==> config.mk <==
export PLATFORM = sky130hd
export DESIGN_NAME = cmp_config_parser_flat
export DESIGN_NICKNAME = d
export VERILOG_FILES = /design/src/rtl/cmp_config_parser_if.sv /design/src/rtl/cmp_config_parser.sv /design/src/flat_wrapper.sv
export SDC_FILE = /design/constraint.sdc
export NUM_CORES = 1
export LEC_CHECK = 0
export ABC_AREA = 1
export BUFFER_PORTS_ARGS = -buffer_cell sky130_fd_sc_hd__buf_4
export CORE_MARGIN = 2
export CORE_UTILIZATION = 30
export CTS_BUF_LIST = sky130_fd_sc_hd__clkbuf_4 sky130_fd_sc_hd__clkbuf_8 sky130_fd_sc_hd__clkbuf_16
export DETAILED_ROUTE_END_ITERATION = 7
export GPL_TIMING_DRIVEN = 1
export PLACE_DENSITY = 0.51
export RECOVER_POWER = 50
export SKIP_LAST_GASP = 1
export SLEW_MARGIN = 10
export SYNTH_ARGS = -nofsm -noshare
export SYNTH_HDL_FRONTEND = slang
export SYNTH_SLANG_ARGS = --single-unit
==> constraint.sdc <==
create_clock -name CLK -period 5.45 [get_ports CLK]
set_clock_uncertainty 0.1 [all_clocks]
set_input_delay 0.8175 -clock CLK [delete_from_list [all_inputs] [get_ports CLK]]
set_output_delay 0.8175 -clock CLK [all_outputs]
set_load 0.005 [all_outputs]
==> src/rtl/cmp_config_parser_if.sv <==
// cmp_config_parser_if: byte-stream, comparator-write and config-read signals of
// cmp_config_parser bundled into one interface.
//   slave  : parser side (cmp_config_parser)
//   master : pkt_comm / bcrypt core side (drives din, wr_en, mode_cmp,
//            cmp_config_applied, addr; observes everything else)
interface cmp_config_parser_if #(
  parameter int unsigned HASH_COUNT_W = 10,
  parameter int unsigned HASH_BYTES   = 4,
  parameter int unsigned ADDR_W       = 4
);
  localparam int unsigned CMP_ADDR_W = HASH_COUNT_W + $clog2(HASH_BYTES);

  logic [7:0]              din;
  logic                    wr_en;
  logic                    full;
  logic                    error;
  logic [2:0]              err_code;
  logic                    mode_cmp;
  logic                    new_cmp_config;
  logic                    cmp_config_applied;
  logic [HASH_COUNT_W-1:0] hash_count;
  logic [CMP_ADDR_W-1:0]   cmp_wr_addr;
  logic                    cmp_wr_en;
  logic [7:0]              cmp_din;
  logic [ADDR_W-1:0]       addr;
  logic [31:0]             dout;
  logic                    active_bank;
  logic                    sign_extension_bug;

  modport master (
    output din, wr_en, mode_cmp, cmp_config_applied, addr,
    input  full, error, err_code, new_cmp_config, hash_count, cmp_wr_addr, cmp_wr_en,
           cmp_din, dout, active_bank, sign_extension_bug
  );

  modport slave (
    input  din, wr_en, mode_cmp, cmp_config_applied, addr,
    output full, error, err_code, new_cmp_config, hash_count, cmp_wr_addr, cmp_wr_en,
           cmp_din, dout, active_bank, sign_extension_bug
  );
endinterface

==> src/rtl/cmp_config_parser.sv <==
// cmp_config_parser: double-buffered bcrypt CMP_CONFIG packet parser.
// Parses salt, [subtype], iteration count, hash count and comparator data from a
// byte stream. Salt and iteration count go to the shadow config bank, which becomes
// active only when the core acknowledges with cmp_config_applied. Comparator bytes
// are streamed out with one cycle of latency. Malformed packets park the parser in
// a sticky error state with a reason code (1 subtype, 2 iteration count,
// 3 hash count, 4 magic).
// Ports:
//   CLK, rst : clock, synchronous active-high reset
//   bus      : cmp_config_parser_if.slave (byte stream in, full, error/err_code,
//              comparator writes out, config bank read port, apply handshake)
// Build option: define CMP_CONFIG_SUBTYPE_EN to expect and check the subtype byte
// after the salt and to drive sign_extension_bug from it; otherwise the packet has
// no subtype byte and sign_extension_bug is tied to 0.
module cmp_config_parser #(
  parameter int unsigned SALT_BYTES   = 16,
  parameter int unsigned HASH_BYTES   = 4,
  parameter int unsigned MAX_HASHES   = 512,
  parameter int unsigned HASH_COUNT_W = 10,
  parameter int unsigned SETTING_MAX  = 18,
  parameter int unsigned ADDR_W       = 4
) (
  input logic               CLK,
  input logic               rst,
  cmp_config_parser_if.slave bus
);

  localparam int unsigned HB_LOG2    = $clog2(HASH_BYTES);
  localparam int unsigned CMP_ADDR_W = HASH_COUNT_W + HB_LOG2;
  localparam int unsigned CNT_W      = $clog2(SALT_BYTES);
  // Bits of the iteration count that must stay clear.
  localparam logic [31:0] ITER_BAD_MASK = ~((32'd1 << (SETTING_MAX + 1)) - 32'd1);

  typedef enum logic [3:0] {
    StSalt,
    StSubtype,
    StIter,
    StHcnt0,
    StHcnt1,
    StCmpData,
    StWaitApplied,
    StMagic,
    StError
  } state_e;

  state_e                  state_q, state_d;
  logic [2:0]              err_code_q, err_code_d;
  logic [CNT_W-1:0]        byte_cnt_q;
  logic [23:0]             word_q;
  logic [31:0]             word_next;
  logic [7:0]              hcnt_lo_q;
  logic [15:0]             hcnt_word;
  logic [HASH_COUNT_W-1:0] hash_count_q;
  logic [CMP_ADDR_W-1:0]   cmp_wr_addr_q;
  logic [CMP_ADDR_W-1:0]   cmp_last_addr;
  logic                    cmp_wr_en_q;
  logic [7:0]              cmp_din_q;
  logic                    active_bank_q;
  logic                    shadow_bank;
  logic [31:0]             bank_q [2][2**ADDR_W];

  logic              full;
  logic              accept;
  logic              word_done;
  logic              hcnt_ok;
  logic              apply;
  logic              bank_we;
  logic [ADDR_W-1:0] bank_waddr;

  assign full      = (state_q == StWaitApplied) || (state_q == StError);
  assign accept    = bus.wr_en && !full;
  // Little-endian packing: the newest byte lands in the top lane.
  assign word_next = {bus.din, word_q};
  assign word_done = (byte_cnt_q[1:0] == 2'd3);
  assign hcnt_word = {bus.din, hcnt_lo_q};
  assign hcnt_ok   = bus.mode_cmp ? ((hcnt_word != 16'd0) && (hcnt_word <= 16'(MAX_HASHES)))
                                  : (hcnt_word == 16'd0);
  assign apply     = (state_q == StWaitApplied) && bus.cmp_config_applied;
  assign cmp_last_addr = (CMP_ADDR_W'(hash_count_q) << HB_LOG2) - CMP_ADDR_W'(1);
  assign shadow_bank   = ~active_bank_q;

  // Next-state and error-code logic.
  always_comb begin
    state_d    = state_q;
    err_code_d = err_code_q;
    case (state_q)
      StSalt: begin
        if (accept && word_done && (byte_cnt_q == CNT_W'(SALT_BYTES - 1))) begin
`ifdef CMP_CONFIG_SUBTYPE_EN
          state_d = StSubtype;
`else
          state_d = StIter;
`endif
        end
      end
`ifdef CMP_CONFIG_SUBTYPE_EN
      StSubtype: begin
        if (accept) begin
          if (bus.din == "x" || bus.din == "a" || bus.din == "b" || bus.din == "y") begin
            state_d = StIter;
          end else begin
            state_d    = StError;
            err_code_d = 3'd1;
          end
        end
      end
`endif
      StIter: begin
        if (accept && word_done) begin
          if ((word_next & ITER_BAD_MASK) != 32'd0) begin
            state_d    = StError;
            err_code_d = 3'd2;
          end else begin
            state_d = StHcnt0;
          end
        end
      end
      StHcnt0: begin
        if (accept) state_d = StHcnt1;
      end
      StHcnt1: begin
        if (accept) begin
          if (!hcnt_ok) begin
            state_d    = StError;
            err_code_d = 3'd3;
          end else if (bus.mode_cmp) begin
            state_d = StCmpData;
          end else begin
            state_d = StWaitApplied;
          end
        end
      end
      StCmpData: begin
        if (accept && ((cmp_wr_addr_q + CMP_ADDR_W'(1)) == cmp_last_addr)) begin
          state_d = StWaitApplied;
        end
      end
      StWaitApplied: begin
        if (apply) state_d = StMagic;
      end
      StMagic: begin
        if (accept) begin
          if (bus.din == 8'hCC) begin
            state_d = StSalt;
          end else begin
            state_d    = StError;
            err_code_d = 3'd4;
          end
        end
      end
      StError: state_d = StError;
      default: state_d = state_q;
    endcase
  end

  always_ff @(posedge CLK) begin
    if (rst) begin
      state_q       <= StSalt;
      err_code_q    <= 3'd0;
      byte_cnt_q    <= '0;
      word_q        <= '0;
      hcnt_lo_q     <= 8'd0;
      hash_count_q  <= '0;
      cmp_wr_addr_q <= '1;
      cmp_wr_en_q   <= 1'b0;
      cmp_din_q     <= 8'd0;
      active_bank_q <= 1'b0;
    end else begin
      state_q     <= state_d;
      err_code_q  <= err_code_d;
      cmp_wr_en_q <= 1'b0;

      // Byte counter restarts on every state change.
      if (state_d != state_q) begin
        byte_cnt_q <= '0;
      end else if (accept && (state_q == StSalt || state_q == StIter)) begin
        byte_cnt_q <= byte_cnt_q + CNT_W'(1);
      end

      if (accept) begin
        word_q <= word_next[31:8];
        if (state_q == StHcnt0) hcnt_lo_q <= bus.din;
        if (state_q == StHcnt1 && hcnt_ok) hash_count_q <= HASH_COUNT_W'(hcnt_word);
        if (state_q == StCmpData) begin
          cmp_wr_addr_q <= cmp_wr_addr_q + CMP_ADDR_W'(1);
          cmp_wr_en_q   <= 1'b1;
          cmp_din_q     <= bus.din;
        end
      end

      // Preset so the first data byte increments to address 0.
      if (state_q == StHcnt1) cmp_wr_addr_q <= '1;

      if (apply) active_bank_q <= ~active_bank_q;
    end
  end

  // Config banks: word 0 = iteration count, words 1.. = salt. Not reset.
  assign bank_we    = accept && word_done && (state_q == StSalt || state_q == StIter);
  assign bank_waddr = (state_q == StIter) ? ADDR_W'(0)
                                          : ADDR_W'(byte_cnt_q >> 2) + ADDR_W'(1);

  always_ff @(posedge CLK) begin
    if (bank_we) bank_q[shadow_bank][bank_waddr] <= word_next;
  end

`ifdef CMP_CONFIG_SUBTYPE_EN
  logic sub_pending_q;
  logic sign_ext_q;

  always_ff @(posedge CLK) begin
    if (rst) begin
      sub_pending_q <= 1'b0;
      sign_ext_q    <= 1'b0;
    end else begin
      if (accept && state_q == StSubtype) sub_pending_q <= (bus.din == "x");
      if (apply) sign_ext_q <= sub_pending_q;
    end
  end

  assign bus.sign_extension_bug = sign_ext_q;
`else
  assign bus.sign_extension_bug = 1'b0;
`endif

  assign bus.full           = full;
  assign bus.error          = (state_q == StError);
  assign bus.err_code       = err_code_q;
  assign bus.new_cmp_config = (state_q == StWaitApplied);
  assign bus.hash_count     = hash_count_q;
  assign bus.cmp_wr_addr    = cmp_wr_addr_q;
  assign bus.cmp_wr_en      = cmp_wr_en_q;
  assign bus.cmp_din        = cmp_din_q;
  assign bus.active_bank    = active_bank_q;
  assign bus.dout           = bank_q[active_bank_q][bus.addr];

endmodule

==> src/flat_wrapper.sv <==
// flat-port wrapper written by rule: the top's interface ports become plain ports
module cmp_config_parser_flat 
#(
  parameter int unsigned SALT_BYTES   = 16,
  parameter int unsigned HASH_BYTES   = 4,
  parameter int unsigned MAX_HASHES   = 512,
  parameter int unsigned HASH_COUNT_W = 10,
  parameter int unsigned SETTING_MAX  = 18,
  parameter int unsigned ADDR_W       = 4
)
  (CLK, rst, bus_din, bus_wr_en, bus_mode_cmp, bus_cmp_config_applied, bus_addr, bus_full, bus_error, bus_err_code, bus_new_cmp_config, bus_hash_count, bus_cmp_wr_addr, bus_cmp_wr_en, bus_cmp_din, bus_dout, bus_active_bank, bus_sign_extension_bug);
  cmp_config_parser_if #(.HASH_COUNT_W(HASH_COUNT_W), .HASH_BYTES(HASH_BYTES), .ADDR_W(ADDR_W)) bus_i ();
  input logic CLK;
  input logic rst;
  input wire logic [$bits(bus_i.din)-1:0] bus_din;
  input wire logic [$bits(bus_i.wr_en)-1:0] bus_wr_en;
  input wire logic [$bits(bus_i.mode_cmp)-1:0] bus_mode_cmp;
  input wire logic [$bits(bus_i.cmp_config_applied)-1:0] bus_cmp_config_applied;
  input wire logic [$bits(bus_i.addr)-1:0] bus_addr;
  output wire logic [$bits(bus_i.full)-1:0] bus_full;
  output wire logic [$bits(bus_i.error)-1:0] bus_error;
  output wire logic [$bits(bus_i.err_code)-1:0] bus_err_code;
  output wire logic [$bits(bus_i.new_cmp_config)-1:0] bus_new_cmp_config;
  output wire logic [$bits(bus_i.hash_count)-1:0] bus_hash_count;
  output wire logic [$bits(bus_i.cmp_wr_addr)-1:0] bus_cmp_wr_addr;
  output wire logic [$bits(bus_i.cmp_wr_en)-1:0] bus_cmp_wr_en;
  output wire logic [$bits(bus_i.cmp_din)-1:0] bus_cmp_din;
  output wire logic [$bits(bus_i.dout)-1:0] bus_dout;
  output wire logic [$bits(bus_i.active_bank)-1:0] bus_active_bank;
  output wire logic [$bits(bus_i.sign_extension_bug)-1:0] bus_sign_extension_bug;
  assign bus_i.din = bus_din;
  assign bus_i.wr_en = bus_wr_en;
  assign bus_i.mode_cmp = bus_mode_cmp;
  assign bus_i.cmp_config_applied = bus_cmp_config_applied;
  assign bus_i.addr = bus_addr;
  assign bus_full = bus_i.full;
  assign bus_error = bus_i.error;
  assign bus_err_code = bus_i.err_code;
  assign bus_new_cmp_config = bus_i.new_cmp_config;
  assign bus_hash_count = bus_i.hash_count;
  assign bus_cmp_wr_addr = bus_i.cmp_wr_addr;
  assign bus_cmp_wr_en = bus_i.cmp_wr_en;
  assign bus_cmp_din = bus_i.cmp_din;
  assign bus_dout = bus_i.dout;
  assign bus_active_bank = bus_i.active_bank;
  assign bus_sign_extension_bug = bus_i.sign_extension_bug;
  cmp_config_parser #(.SALT_BYTES(SALT_BYTES), .HASH_BYTES(HASH_BYTES), .MAX_HASHES(MAX_HASHES), .HASH_COUNT_W(HASH_COUNT_W), .SETTING_MAX(SETTING_MAX), .ADDR_W(ADDR_W)) u_core (.CLK(CLK), .rst(rst), .bus(bus_i));
endmodule
## Word level (Yosys, flattened, before mapping)

Memories as Yosys holds them, arrays and structs flattened. A register that Yosys moved wholly into a read port is not among the register bits.
Index checks and enable logic that the tools add are counted.

- Register bits: 75
- Bits in writable memories: 1024
- Input port bits: 17
- Memories: 1

Memory list:

| memory | depth | width | rd ports | clocked after memory_dff | write ports | RTL line | text |
|---|---|---|---|---|---|---|---|
| u_core.bank_q | 2 | 512 | 1 | 1 | 1 | cmp_config_parser.sv:60 | `logic [31:0] bank_q [2][2**ADDR_W];` |

- Add/subtract/negate cells: 4
- Order comparisons: 4
- Eq/ne operators: 18
- Muxes and demuxes: 31
- Bitwise operators: 4
- Reductions and logical operators: 25

Operator list:

| cell | count |
|---|---|
| $mux 512 | 1 |
| $bmux 32 s4 | 1 |
| $demux 32 s4 | 1 |
| $mux 32 | 3 |
| $mux 4 | 11 |
| $pmux 4 s8 | 1 |
| $reduce_bool 32->1 | 1 |
| $mux 3 | 6 |
| $eq 4x3->1 const B | 4 |
| $le 16x10->1 const B | 1 |
| $logic_not 16->1 | 1 |
| $reduce_bool 16->1 | 1 |
| $add 12x1->12 const B | 1 |
| $eq 12x12->1 | 1 |
| $sub 12x1->12 const B | 1 |
| $ge 5x5->1 const B | 2 |
| $logic_and 1x1->1 | 10 |
| $not 4->5 | 2 |
| $pmux 3 s3 | 1 |
| $eq 4x2->1 const B | 2 |
| $eq 4x4->1 const B | 2 |
| $eq 8x8->1 const B | 1 |
| $ne 2x1->1 const B | 4 |
| $reduce_and 7->1 | 1 |
| 15 further kinds | 26 |

## Longest topological paths before layout

- Depth after elaboration: 10
- Depth in mapped cells: 17
- Gate-level depth less buffers: 17

## Least setup slack after synthesis

No wires, ideal clock.

- Path type: input -> register
- From: in bus_wr_en
- To: mem u_core.bank_q[0][288] in the netlist's numbering, enable pin
- Setup time: 461 ps
- Arrival: 3723 ps
- Data required time: 4889 ps
- Path slack: 1166 ps
- Stages on the path: 6
- Buffers on the path: 0
- Cells stage by stage: nand3_4 nor3_2 inv_2 nor2_4 nand2_1 nor3_1

- Cells in the longest elaborated chain, start to end: 5

RTL lines:

| what | RTL line | text |
|---|---|---|
| start: declaration | flat_wrapper.sv:16 | `input wire logic [$bits(bus_i.wr_en)-1:0] bus_wr_en;` |
| $logic_and 1x1->1 | cmp_config_parser.sv:71 | `assign accept = bus.wr_en && !full;` |
| $logic_and 1x1->1 (2 in series) | cmp_config_parser.sv:199 | `assign bank_we = accept && word_done && (state_q == StSalt \|\| state_q == StIter);` |
| $mux 1 | cmp_config_parser.sv:204 | `if (bank_we) bank_q[shadow_bank][bank_waddr] <= word_next;` |
| $mux 512 (not written as such) | cmp_config_parser.sv:204 |  |
| end: declaration | cmp_config_parser.sv:60 |  |

No other way between the ends.

==> impl_results.md <==
* Combinational share of power at 0.031
* Overall global routing resource usage at 0.161
* Pwr per Cell Area at 350 nW/um2
* Largest fanout on the critical path at 61
* Die Width at 285 um
* Std cell rows at 103
* Most used flip-flop cell after synthesis: sky130_fd_sc_hd__edfxtp_1
* Tightest Hold Check Type: register to register
* First-pass GRT wire length at 99.9 mm
* Cell internal pwr at 7620 uW
* Average footprint of a synthesized cell at 11.9 um2
* Chip height at 285 um
* VDD IR-drop max at 290 uV
* Delay of the slowest cell on the worst path at 0.64 ns
* Average detailed-routed wire length per instance at 21.3 um
* Sequential share of the synthesized area at 0.712
* PnR worst setup slack at 1.21 ns
* I/O Buffers at 86
* Asr flop ratio synth at 0
* Arrival time worst endpoint at 3.33 ns
* Cell Area, Synth at 23700 um2
* Count of nets after finishing at 2067
* Maximum Capacitance Violations at 0
* Number of fillers in the final layout at 7735
* Number of buffers added to fix hold violations after cts at 0
* Largest area contributor in the synthesized netlist: sky130_fd_sc_hd__edfxtp_1
* RSZ-0062 raised after global routing: no
* Achievable clock frequency at 236 MHz
* CP Data Required Time at 4.53 ns
* Buffer count from post-CTS setup fixing at 0
* Inst Count DP at 3032
* Commonest non-fill, non-tap cells in the layout: sky130_fd_sc_hd__edfxtp_1 (512), sky130_fd_sc_hd__nor2_1 (321), sky130_fd_sc_hd__o21ai_0 (283)
* Actual slew at the worst max-slew pin at 1.34 ns
* Crit-path slowest cell: sky130_fd_sc_hd__buf_4
* Fraction of the cycle the final worst path needs at 0.779
* Launching element type of the critical path: register
* Leakage power at 0.00955 uW
* Count of non-filler cells in the finished layout at 3147
* Post-cts sizing count at 0
* Number of DRC markers after the initial detailed-route iteration at 1489
* Insertion delay to the later sink of the worst-skew pair at 0.66 ns
* Total grt overflow at 0
* Number of global-route vias before repair at 15.7k
* Routability Congestion at 0.830
* Cell mode on critical path: sky130_fd_sc_hd__buf_4
* Core Area at 78600 um2
* Instance count of the mapped netlist at 1993
* Top-level I/O count at 88
* Critical path endpoint category: primary output
* Longest Clk Path Bufs at 3
* Cell breakdown of the critical path: buf_4, buf_4, o21ai_0, o22ai_1, o211ai_1, a21oi_1, buf_4
* CTS Sinks at 588
* Sw power at 2060 uW
* Post-synth top area share at 0.648
* Share of layout cells above drive strength 1 at 0.115
* Post-placement setup slack at 1.47 ns
* Clock tree from TritonCTS: yes
* Root buffer cell: sky130_fd_sc_hd__clkbuf_16
* Final wirelength at 67.0 mm
* Antenna violations before repair at 0
* Via count of the routed design at 16.1k
* Max-slew violations at 0
* Drt pass-1 iters at 5
* Final count of negative-setup-slack endpoints at 0
* Max H-tree Level at 2
* Die area at 81400 um2
* Num CTS Buffers at 61
* Initial Utilization at 0.302
* Status: finished, final reports clean
* HPWL after detailed placement at 36.1 mm
* FF+latch count, synth at 588
* Final critical-path required period at 4.24 ns
* Vias/cell at 5.12
* Largest net degree at the start of global routing at 129
* ANT nets after route at 0
* Warnings, synthesis at 0
* Max_slew headroom at 0.110
* Reg clk slew, reported paths at 0.06 ns
* Clk pwr share at 0.461
* Top cells by area, synth: sky130_fd_sc_hd__edfxtp_1 (65%), sky130_fd_sc_hd__dfxtp_1 (6.4%), sky130_fd_sc_hd__o21ai_0 (6.0%)
* Mapped Nets at 2015
* Leading cell type in the layout, fill and taps excluded: sky130_fd_sc_hd__edfxtp_1
* Number of antenna diodes at 0
* Layout overhead on the synthesized area at 16.6%
* Number of enable-type register cells in the synthesized netlist at 512
* Setup Crit Path Kind: register to primary output
* Final Hold Vio Count at 0
* Sequential power share at 0.508
* Hold Worst Slack at 0.360 ns
* Netlist cell types at 40
* Switching Fraction at 0.212
* Sum Neg Setup Slack at 0 ns
* Remaining DRCs at 0
flip-flops by register name, indices dropped and copies added (netlist names), named ones only:
name and count:
u_core.bus.err_code 3, u_core.word_q 24, u_core.bus.active_bank 1, u_core.bus.cmp_wr_en 1
u_core.bus.hash_count 10, u_core.bus.cmp_din 8, u_core.hcnt_lo_q 8, u_core.state_q 4
u_core.bank_q 512, u_core.bus.cmp_wr_addr 12, u_core.byte_cnt_q 4
through the flow:
step / utilization / cell area [um2] / total power, uW
after global routing: 0.352 / 27700 / 9970
after floorplan: - / 23700 / 5150
final: 0.352 / 27700 / 9680
after CTS: 0.353 / 27800 / 9770
after detailed placement: 0.325 / 25600 / 5320
after global placement: 0.325 / 25600 / 5310
synthesized netlist by cell type (9+ instances only):
cell type and number:
sky130_fd_sc_hd__nor3_1 10, sky130_fd_sc_hd__nor2_1 324, sky130_fd_sc_hd__inv_1 57, sky130_fd_sc_hd__dfxtp_1 76, sky130_fd_sc_hd__o22ai_1 40, sky130_fd_sc_hd__edfxtp_1 512
sky130_fd_sc_hd__buf_1 9, sky130_fd_sc_hd__a21oi_1 84, sky130_fd_sc_hd__o221ai_1 88, sky130_fd_sc_hd__nand4_1 11, sky130_fd_sc_hd__o211ai_1 50, sky130_fd_sc_hd__clkbuf_1 109
sky130_fd_sc_hd__o21ai_0 283, sky130_fd_sc_hd__nand3_1 69, sky130_fd_sc_hd__nand2_1 210
layout make-up:
cell class	count	area, um2	area share
clock buffers	75	1660	0.0598
multi-input cells	1211	6170	0.223
inverters	64	246	0.00891
flip-flops and latches	588	16900	0.611
clock inverters	40	529	0.0191
repair buffers	119	861	0.0311
well taps	1050	1310	0.0475
final timing paths:
| path | depth (start not counted) | slack, ns | startpoint | endpoint |
|---|---|---|---|---|
| max reg2reg | 8 | 1.56 | u_core.state_q[0] | u_core.bus.cmp_din[4] |
| min reg2reg | 2 | 0.36 | u_core.bus.err_code[0] | u_core.bus.err_code[0] |
| min | 2 | 0.36 | u_core.bus.err_code[0] | u_core.bus.err_code[0] |
| max | 7 | 1.21 | register | bus_dout[16] |
kinds of logic after synthesis:
logic type / after synthesis / share of synthesized area
AOI/OAI and AO/OA: 549 / 0.138
xor gates and xnor gates: 3 / 0.00111
adders and majority gates: 5 / 0.00264
buffers and inverters: 194 / 0.0322
DFF: 588 / 0.712
muxes: 1 / 0.000422
other: 1 / 0.000158
and+or+nand+nor: 652 / 0.114
routing by layer:
| metal | wire length (um) | share of wire | GRT usage | up-vias |
|---|---|---|---|---|
| li1 | - | - | - | 7430 |
| met1 | 30200 | 0.45 | 0.224 | 8086 |
| met2 | 31500 | 0.47 | 0.262 | 509 |
| met3 | 3890 | 0.058 | 0.0265 | 94 |
| met4 | 1370 | 0.020 | 0.0421 | 0 |
| met5 | 0 | 0 | 0 | - |
worst max-delay path: cells and delay by family, from the launching register on:
family	cells	cell delay [ns]
AO/OA/AOI/OAI	4	0.89
buffers and inverters	3	1.35
flip-flops	1	0.39
power by group through the flow:
stage	Clock [uW]	Sequential (uW)	Combinational, uW
after floorplan	0	5000	156
after detailed placement	0	5010	304
final	4460	4920	300
after global routing	4720	4920	328
after global placement	0	5010	303
after CTS	4550	4920	305
Power figures use the tool's default switching activity.
